`src/rtl/cla_pkg.sv`:
```
// rtl/cla_pkg.sv - shared constants, op encoding and stage-count helper for the pipelined CLA adder
package cla_pkg;

    localparam int CLA_WIDTH = 32;
    localparam int CLA_BLOCK = 8;

    typedef enum logic {
        OP_ADD = 1'b0,
        OP_SUB = 1'b1
    } cla_op_e;

    function automatic int cla_stages(input int width, input int block);
        return width / block;
    endfunction

endpackage

```
`src/rtl/pipelined_cla_adder_if.sv`:
```
// rtl/pipelined_cla_adder_if.sv - operand/result handshake bundle for the pipelined CLA adder
interface pipelined_cla_adder_if
    import cla_pkg::*;
#(
    parameter int WIDTH = CLA_WIDTH
) ();

    logic             in_valid;
    logic             in_ready;
    cla_op_e          op;
    logic [WIDTH-1:0] A;
    logic [WIDTH-1:0] B;
    logic             out_valid;
    logic             out_ready;
    logic [WIDTH-1:0] S;
    logic             cout;
    logic             overflow;

    modport master (
        output in_valid, op, A, B, out_ready,
        input  in_ready, out_valid, S, cout, overflow
    );

    modport slave (
        input  in_valid, op, A, B, out_ready,
        output in_ready, out_valid, S, cout, overflow
    );

endinterface

```
`src/rtl/cla_slice.sv`:
```
// rtl/cla_slice.sv - combinational BLOCK-bit carry-lookahead slice
module cla_slice #(
    parameter int BLOCK = 8
) (
    input  logic [BLOCK-1:0] i_a,
    input  logic [BLOCK-1:0] i_b,
    input  logic             i_cin,
    output logic [BLOCK-1:0] o_sum,
    output logic             o_cout,
    output logic             o_big_g,
    output logic             o_big_p,
    output logic             o_msb_cin
);

    logic [BLOCK-1:0] w_g;
    logic [BLOCK-1:0] w_p;
    logic [BLOCK:0]   w_c;
    logic             w_gg_acc;
    logic             w_pp_acc;

    assign w_g = i_a & i_b;
    assign w_p = i_a | i_b;

    // Each carry comes from the prefix group G/P of bits [i:0] and the block carry-in.
    always_comb begin
        w_gg_acc = 1'b0;
        w_pp_acc = 1'b1;
        w_c      = '0;
        w_c[0]   = i_cin;
        for (int i = 0; i < BLOCK; i++) begin
            w_gg_acc = w_g[i] | (w_p[i] & w_gg_acc);
            w_pp_acc = w_pp_acc & w_p[i];
            w_c[i+1] = w_gg_acc | (w_pp_acc & i_cin);
        end
    end

    assign o_sum     = i_a ^ i_b ^ w_c[BLOCK-1:0];
    assign o_cout    = w_c[BLOCK];
    assign o_big_g   = w_gg_acc;
    assign o_big_p   = w_pp_acc;
    assign o_msb_cin = w_c[BLOCK-1];

endmodule

```
`src/rtl/pipelined_cla_adder.sv`:
```
// rtl/pipelined_cla_adder.sv - WIDTH-bit add/subtract, one BLOCK-bit lookahead stage per pipeline register
module pipelined_cla_adder
    import cla_pkg::*;
#(
    parameter int WIDTH = CLA_WIDTH,
    parameter int BLOCK = CLA_BLOCK
) (
    input  logic                 clock,
    input  logic                 reset,
    pipelined_cla_adder_if.slave bus
);

    localparam int NB = cla_stages(WIDTH, BLOCK);

    if (BLOCK < 1 || WIDTH < BLOCK || (WIDTH % BLOCK) != 0) begin : g_bad_cfg
        $error("pipelined_cla_adder: WIDTH must be a positive multiple of BLOCK");
    end

    logic             w_advance;
    logic [WIDTH-1:0] w_b_eff;
    logic             r_out_valid;
    logic [WIDTH-1:0] r_s;
    logic             r_cout;
    logic             r_ovf;

    // The whole pipeline moves as one shift register gated by the output slot.
    assign w_advance    = !r_out_valid || bus.out_ready;
    assign bus.in_ready = w_advance;
    assign bus.out_valid = r_out_valid;
    assign bus.S         = r_s;
    assign bus.cout      = r_cout;
    assign bus.overflow  = r_ovf;

    assign w_b_eff = (bus.op == OP_SUB) ? ~bus.B : bus.B;

    for (genvar k = 0; k < NB; k++) begin : g_stage
        localparam int REM  = WIDTH - k * BLOCK;
        localparam int DONE = (k + 1) * BLOCK;

        logic [REM-1:0]   w_a;
        logic [REM-1:0]   w_b;
        logic             w_cin;
        logic             w_vin;
        logic [BLOCK-1:0] w_sum;
        logic             w_big_g;
        logic             w_big_p;
        logic             w_msb_cin;
        logic             w_carry;
        logic             w_unused_ripple_cout;
        logic [DONE-1:0]  w_done;

        if (k == 0) begin : g_src
            assign w_a    = bus.A;
            assign w_b    = w_b_eff;
            assign w_cin  = (bus.op == OP_SUB);
            assign w_vin  = bus.in_valid;
            assign w_done = w_sum;
        end else begin : g_src
            assign w_a    = g_stage[k-1].g_mid.r_a;
            assign w_b    = g_stage[k-1].g_mid.r_b;
            assign w_cin  = g_stage[k-1].g_mid.r_c;
            assign w_vin  = g_stage[k-1].g_mid.r_v;
            assign w_done = {w_sum, g_stage[k-1].g_mid.r_lo};
        end

        cla_slice #(
            .BLOCK(BLOCK)
        ) u_slice (
            .i_a       (w_a[BLOCK-1:0]),
            .i_b       (w_b[BLOCK-1:0]),
            .i_cin     (w_cin),
            .o_sum     (w_sum),
            .o_cout    (w_unused_ripple_cout),
            .o_big_g   (w_big_g),
            .o_big_p   (w_big_p),
            .o_msb_cin (w_msb_cin)
        );

        assign w_carry = w_big_g | (w_big_p & w_cin);

        if (k == NB - 1) begin : g_last
            always_ff @(posedge clock) begin
                if (reset) begin
                    r_out_valid <= 1'b0;
                    r_s         <= '0;
                    r_cout      <= 1'b0;
                    r_ovf       <= 1'b0;
                end else if (w_advance) begin
                    r_out_valid <= w_vin;
                    r_s         <= w_done;
                    r_cout      <= w_carry;
                    r_ovf       <= w_msb_cin ^ w_carry;
                end
            end
        end else begin : g_mid
            logic [REM-BLOCK-1:0] r_a;
            logic [REM-BLOCK-1:0] r_b;
            logic [DONE-1:0]      r_lo;
            logic                 r_c;
            logic                 r_v;
            logic                 w_unused_msb_cin;

            assign w_unused_msb_cin = w_msb_cin;

            always_ff @(posedge clock) begin
                if (reset) begin
                    r_v <= 1'b0;
                end else if (w_advance) begin
                    r_v <= w_vin;
                end
            end

            // Only the upper, not-yet-summed operand bits travel on.
            always_ff @(posedge clock) begin
                if (w_advance) begin
                    r_a  <= w_a[REM-1:BLOCK];
                    r_b  <= w_b[REM-1:BLOCK];
                    r_lo <= w_done;
                    r_c  <= w_carry;
                end
            end
        end
    end

endmodule
```
`src/flat_wrapper.sv`:
```
// flat-port wrapper written by rule: the top's interface ports become plain ports
module pipelined_cla_adder_flat import cla_pkg::*;
#(
    parameter int WIDTH = CLA_WIDTH,
    parameter int BLOCK = CLA_BLOCK
)
  (clock, reset, bus_in_valid, bus_op, bus_A, bus_B, bus_out_ready, bus_in_ready, bus_out_valid, bus_S, bus_cout, bus_overflow);
  pipelined_cla_adder_if #(.WIDTH(WIDTH)) bus_i ();
  input  logic clock;
  input  logic reset;
  input wire logic [$bits(bus_i.in_valid)-1:0] bus_in_valid;
  input wire logic [$bits(bus_i.op)-1:0] bus_op;
  input wire logic [$bits(bus_i.A)-1:0] bus_A;
  input wire logic [$bits(bus_i.B)-1:0] bus_B;
  input wire logic [$bits(bus_i.out_ready)-1:0] bus_out_ready;
  output wire logic [$bits(bus_i.in_ready)-1:0] bus_in_ready;
  output wire logic [$bits(bus_i.out_valid)-1:0] bus_out_valid;
  output wire logic [$bits(bus_i.S)-1:0] bus_S;
  output wire logic [$bits(bus_i.cout)-1:0] bus_cout;
  output wire logic [$bits(bus_i.overflow)-1:0] bus_overflow;
  assign bus_i.in_valid = bus_in_valid;
  assign bus_i.op = bus_op;
  assign bus_i.A = bus_A;
  assign bus_i.B = bus_B;
  assign bus_i.out_ready = bus_out_ready;
  assign bus_in_ready = bus_i.in_ready;
  assign bus_out_valid = bus_i.out_valid;
  assign bus_S = bus_i.S;
  assign bus_cout = bus_i.cout;
  assign bus_overflow = bus_i.overflow;
  pipelined_cla_adder #(.WIDTH(WIDTH), .BLOCK(BLOCK)) u_core (.clock(clock), .reset(reset), .bus(bus_i));
endmodule
```
`config.mk`:
```
export PLATFORM = sky130hd
export DESIGN_NAME = pipelined_cla_adder_flat
export DESIGN_NICKNAME = d
export VERILOG_FILES = /design/src/rtl/cla_pkg.sv /design/src/rtl/pipelined_cla_adder_if.sv /design/src/rtl/cla_slice.sv /design/src/rtl/pipelined_cla_adder.sv /design/src/flat_wrapper.sv
export SDC_FILE = /design/constraint.sdc
export NUM_CORES = 1
export LEC_CHECK = 0
export ABC_AREA = 1
export ABC_CLOCK_PERIOD_IN_PS = 6800
export CORE_MARGIN = 1.5
export CORE_UTILIZATION = 50
export CTS_BUF_LIST = sky130_fd_sc_hd__clkbuf_16
export DETAILED_ROUTE_END_ITERATION = 8
export GPL_ROUTABILITY_DRIVEN = 0
export MAX_ROUTING_LAYER = met4
export PLACE_DENSITY = 0.73
export SLEW_MARGIN = 10
export SYNTH_ARGS = -nofsm -noshare
export SYNTH_HDL_FRONTEND = slang
export SYNTH_SLANG_ARGS = --single-unit
```
`constraint.sdc`:
```
create_clock -name clock -period 6.8 [get_ports clock]
set_input_delay 1.02 -clock clock [delete_from_list [all_inputs] [get_ports clock]]
set_output_delay 1.02 -clock clock [all_outputs]
set_load 0.05 [all_outputs]
```
* After elaboration in Yosys (flattened, before gate mapping)
Cells that the tools add are included.
Cells by class: muxes and demuxes 1, bitwise gates (word level) 166, reduce and logical (&&, ||, !) cells 2
Operators by type and width (count):
- AND 1 bit | 88
- XOR 8 bit | 8
- OR 1 bit | 60
- AND 8 bit | 4
- two-way mux 32 bit | 1
- NOT 32 bit | 1
- OR 8 bit | 4
- logical NOT 1 bit | 1
- logical OR 1 bit | 1
- XOR 1 bit | 1
Storage, ports and cells: flip-flop bits (word level) 185, bits of input ports 69, output and inout port bits 36, logic and storage cells 188

* Logic depth before layout (Yosys ltp)
depth after elaboration 18, gate-level depth with buffers 19, mapped depth without buffers 19

* Hierarchy
Synthesis repeated with hierarchy kept, for this count alone.
Second synthesis, totals: cells, all modules 724, area, all modules 8455.6 um^2
Modules (own cells, without submodules):
- pipelined_cla_adder | instances 1, cells each 356, area each 6173.4 um^2, sequential area each 5175.0 um^2
- cla_slice (u_core.g_stage[1].u_slice ...) | instances 3, cells each 92, area each 568.0 um^2, sequential area each 0.0 um^2
- cla_slice (u_core.g_stage[0].u_slice) | instances 1, cells each 92, area each 578.1 um^2, sequential area each 0.0 um^2

* Worst setup path after synthesis
Ideal clock, no wire load.
path kind input to output, start point input port bus_out_ready, end point output port bus_in_ready, arrival time 5.822 ns, required time 5.780 ns, slack -0.042 ns, stages 3, path through nor2_1 > inv_1 > buf_1
On the way: cells in the longest elaborated chain, start to end 1
RTL lines:
- start, declared | RTL line flat_wrapper.sv:15 | input wire logic [$bits(bus_i.out_ready)-1:0] bus_out_ready;
- logical OR 1 bit | RTL line pipelined_cla_adder.sv:27 | assign w_advance = !r_out_valid || bus.out_ready;
- end, declared | RTL line flat_wrapper.sv:16 | output wire logic [$bits(bus_i.in_ready)-1:0] bus_in_ready;
Every way passes these cells.

* Worst setup path after layout
Ends and elaborated chain as after synthesis.

==> metrics.log <==
INFO  metric status = finished, final reports clean
INFO  metric placementRows = 45
INFO  metric data_required_time_of_the_worst_path = around 5800 ps
INFO  metric avg_cell_area_syn = 12.92 sq um
INFO  metric gr-total-overflow = 0
INFO  metric synthToLayoutAreaGrowth = 22.78%
INFO  metric worst_hold_path_type = flip-flop to flip-flop
INFO  metric cp_cell_sequence = clkdlybuf4s50_1 > nor2_2 > buf_4 > inv_6 > clkdlybuf4s50_1
INFO  metric totalWireLength = 12490 um
INFO  metric crit_top_cell = sky130_fd_sc_hd__clkdlybuf4s50_1
INFO  metric ffs_latches_synth = 185
INFO  metric power_dens_cells = 308.3 mW/mm^2
INFO  metric worst_setup_path_end_kind = output pin
INFO  metric htree_levels = 4
INFO  metric slew_viol_final = 0
INFO  metric tritoncts = done
INFO  metric post-route-min-period = 4495 ps
INFO  metric synthesis.yosys.warnings = 0
INFO  metric synth_top_cell_by_area = sky130_fd_sc_hd__edfxtp_1
INFO  metric clk_slew_on_worst_s_h_paths = 60 ps
INFO  metric ctsRootBufferMaster = sky130_fd_sc_hd__clkbuf_16
INFO  metric ir_worst_vdd = between 150 and 200 uV
INFO  metric worstPathBufferInverterCount = 4
INFO  metric remaining_routing_drc_violations = 0
INFO  metric synth-seq-area-share = 0.6503
INFO  metric die_h = between 100 and 150 um
INFO  metric max_slew.worst_pin.slew = 964.7 ps
INFO  metric pin_count = 105
INFO  metric path_max_fanout = 113
INFO  metric detailed_place.area = 0.009224 sq mm
INFO  metric vias_in_the_first_global_route = 4411
INFO  metric synthFlopType = sky130_fd_sc_hd__edfxtp_1
INFO  metric grt_first_pass_wirelength = 20180 um
INFO  metric dr.first_iter.drc_count = roughly 350
INFO  metric worst-setup-path-type = input port to output pin
INFO  metric clk-insertion-delay-late = 420 ps
INFO  metric cp_slowest_stage_delay = 950 ps
INFO  metric die_area = 0.01668 sq mm
INFO  metric placeableCoreArea = 0.01537 sq mm
INFO  metric cp_top_family = buffers and inverters
INFO  metric finish.instance_area = 0.009771 sq mm
INFO  metric hold_buffers = 0
INFO  metric floorplan.initialDensity = 0.5177
INFO  metric cts_made_buffers = 17
INFO  metric grt_util_all_layers = 0.1646
INFO  metric detail_route.first_pass.iterations = 4
INFO  metric timing.max_cap.violations = 0
INFO  metric worst_slew_margin_rel = 0.3561
INFO  metric num_vias = 4397
INFO  metric skew = 5.184 ps
INFO  metric final.period_utilization = 0.6611
INFO  metric max_freq = ~220 MHz
INFO  metric cts_sink_count = around 190
INFO  metric dpl.hpwl = approximately 8400 um
INFO  metric rsz0062_at_grt = no
INFO  metric share_of_the_synthesized_area_in_the_top_cell_type = 0.5547
INFO  metric p_leak = 4.305 nW
INFO  metric netlist_instances = around 620
INFO  metric grt_max_degree = 114
INFO  metric synth_commonest_cells = 147 x sky130_fd_sc_hd__edfxtp_1, 114 x sky130_fd_sc_hd__inv_1, 64 x sky130_fd_sc_hd__ha_1
INFO  metric synth_top_cells_by_area = sky130_fd_sc_hd__edfxtp_1 55%, sky130_fd_sc_hd__ha_1 10%, sky130_fd_sc_hd__dfxtp_1 9.6%
INFO  metric hold_viol_final = 0
INFO  metric antenna_found_initial = 0
INFO  metric yosysMostFrequentCell = sky130_fd_sc_hd__edfxtp_1
INFO  metric synth-async-reset-ratio = 0
INFO  metric wl_per_cell = between 10 and 15 um
INFO  metric post_cts_resize_count = 0
INFO  metric cts.repair_timing.setup_buffer_count = 0
INFO  metric critical_path.startpoint_type = input port
INFO  metric crit_arrival = 3480 ps
INFO  metric post_synth_edffs = 147
INFO  metric synthesis.nets = 752
INFO  metric synth.cell_area = 0.007958 sq mm
INFO  metric final_layout_size_suffix_gt1_frac = 0.09312
INFO  metric diodes = 0
INFO  metric port-buffer-count = 104
INFO  metric sum_of_negative_setup_slack = 0 ps
INFO  metric postRouteAntennaNets = 0
INFO  metric fp.dieW = 129.2 um
INFO  metric maximum_root_to_sink_buffer_count = 2
INFO  metric yosys.cell_types.count = 23
INFO  metric slowest_stage = sky130_fd_sc_hd__clkdlybuf4s50_1
INFO  metric setup_viol = 0
INFO  metric net_count_final = 864
INFO  metric route.detailed.vias_per_inst = roughly 4.6
-- power by group --
group | internal (mW) | leakage [nW] | switching, mW
Sequential | 1.46 | 1.87 | 0.0751
Combinational | 0.223 | 2.15 | 0.346
Clock | 0.528 | 0.283 | 0.383
Total | 2.21 | 4.30 | 0.804
-- cell type report --
type                       instances  area (sq um)
clock buffer                      17         425.4
clock inverter                    15         121.4
fill                            1160          5600
inverter                         114         432.9
multi-input combinational        303          2293
sequential                       185          5175
tap                              211         264.0
timing repair buffer             107          1059
-- worst reg2reg max path, delay by kind of cell, from the launching register on --
family	cells	cell delay, ps
buffers and inverters	4	1890
DFF	1	310
and+or+nand+nor	1	30
-- worst paths after layout --
kind                                                      start                             end  slack (ps)  depth (start not counted)
worst max-delay path                              bus_out_ready                    bus_in_ready        2300                          5
worst min-delay path            u_core.g_stage[1].g_mid.r_b[14]  u_core.g_stage[2].g_mid.r_b[6]         410                          0
worst max register to register             u_core.bus.out_valid  u_core.g_stage[0].g_mid.r_b[2]        4150                          5
worst min register to register  u_core.g_stage[1].g_mid.r_b[14]  u_core.g_stage[2].g_mid.r_b[6]         410                          0
-- layout by cell type (no fill, tap or decap), drive strengths merged --
master | netlist | final
a21oi | 17 | 17
xor2 | 44 | 44
clkdlybuf4s50 | 0 | 103
nand2 | 45 | 45
nand3 | 5 | 5
buf | 5 | 4
o21bai | 14 | 14
clkinv | 0 | 6
dfxtp | 38 | 38
or2 | 1 | 1
edfxtp | 147 | 147
inv | 114 | 119
fa | 3 | 3
nor2 | 61 | 61
xnor2 | 12 | 12
o21ai | 37 | 37
clkbuf | 9 | 17
clkinvlp | 0 | 2
bufinv | 0 | 2
ha | 64 | 64
-- sequential cells by signal, indices dropped and copies added, names as in the netlist --
| signal | count |
|---|---|
| u_core.g_stage.g_mid.r_a | 48 |
| u_core.g_stage.g_mid.r_b | 48 |
| u_core.g_stage.g_mid.r_lo | 48 |
| u_core.bus.S | 32 |
| u_core.g_stage.g_mid.r_c | 3 |
| u_core.g_stage.g_mid.r_v | 3 |
| u_core.bus.cout | 1 |
| u_core.bus.out_valid | 1 |
| u_core.bus.overflow | 1 |
-- logic make-up after synthesis --
| logic type | synth area share |
|---|---|
| compound gates | 0.05660 |
| xor+xnor | 0.06164 |
| fa+ha+maj | 0.1082 |
| buf+inv | 0.06179 |
| flops | 0.6503 |
| simple gates | 0.06148 |
-- stage by stage --
stage          worst slack [ps]  std cells  utilization  hold WS [ps]  power [mW]
6_report                   2305        952       0.6357         413.9       3.012
3_5_place_dp               2305        920       0.6001         404.5       2.128
5_1_grt                    2191        952       0.6357         421.5       3.150
4_1_cts                    2304        952       0.6357         416.2       3.042
2_1_floorplan             352.0        616            -         400.3       1.921
3_3_place_gp               2329        920       0.6001         401.5       2.094
-- per-layer routing --
layer / wire length [um] / GRT usage / up-vias
met5: 0 / - / -
met3: 375 / 0.03509 / 23
met2: 6585 / 0.2794 / 89
li1: - / - / 2212
met1: 5243 / 0.1847 / 2073
met4: 283 / 0.08130 / 0
Power figures use the tool's default switching activity.
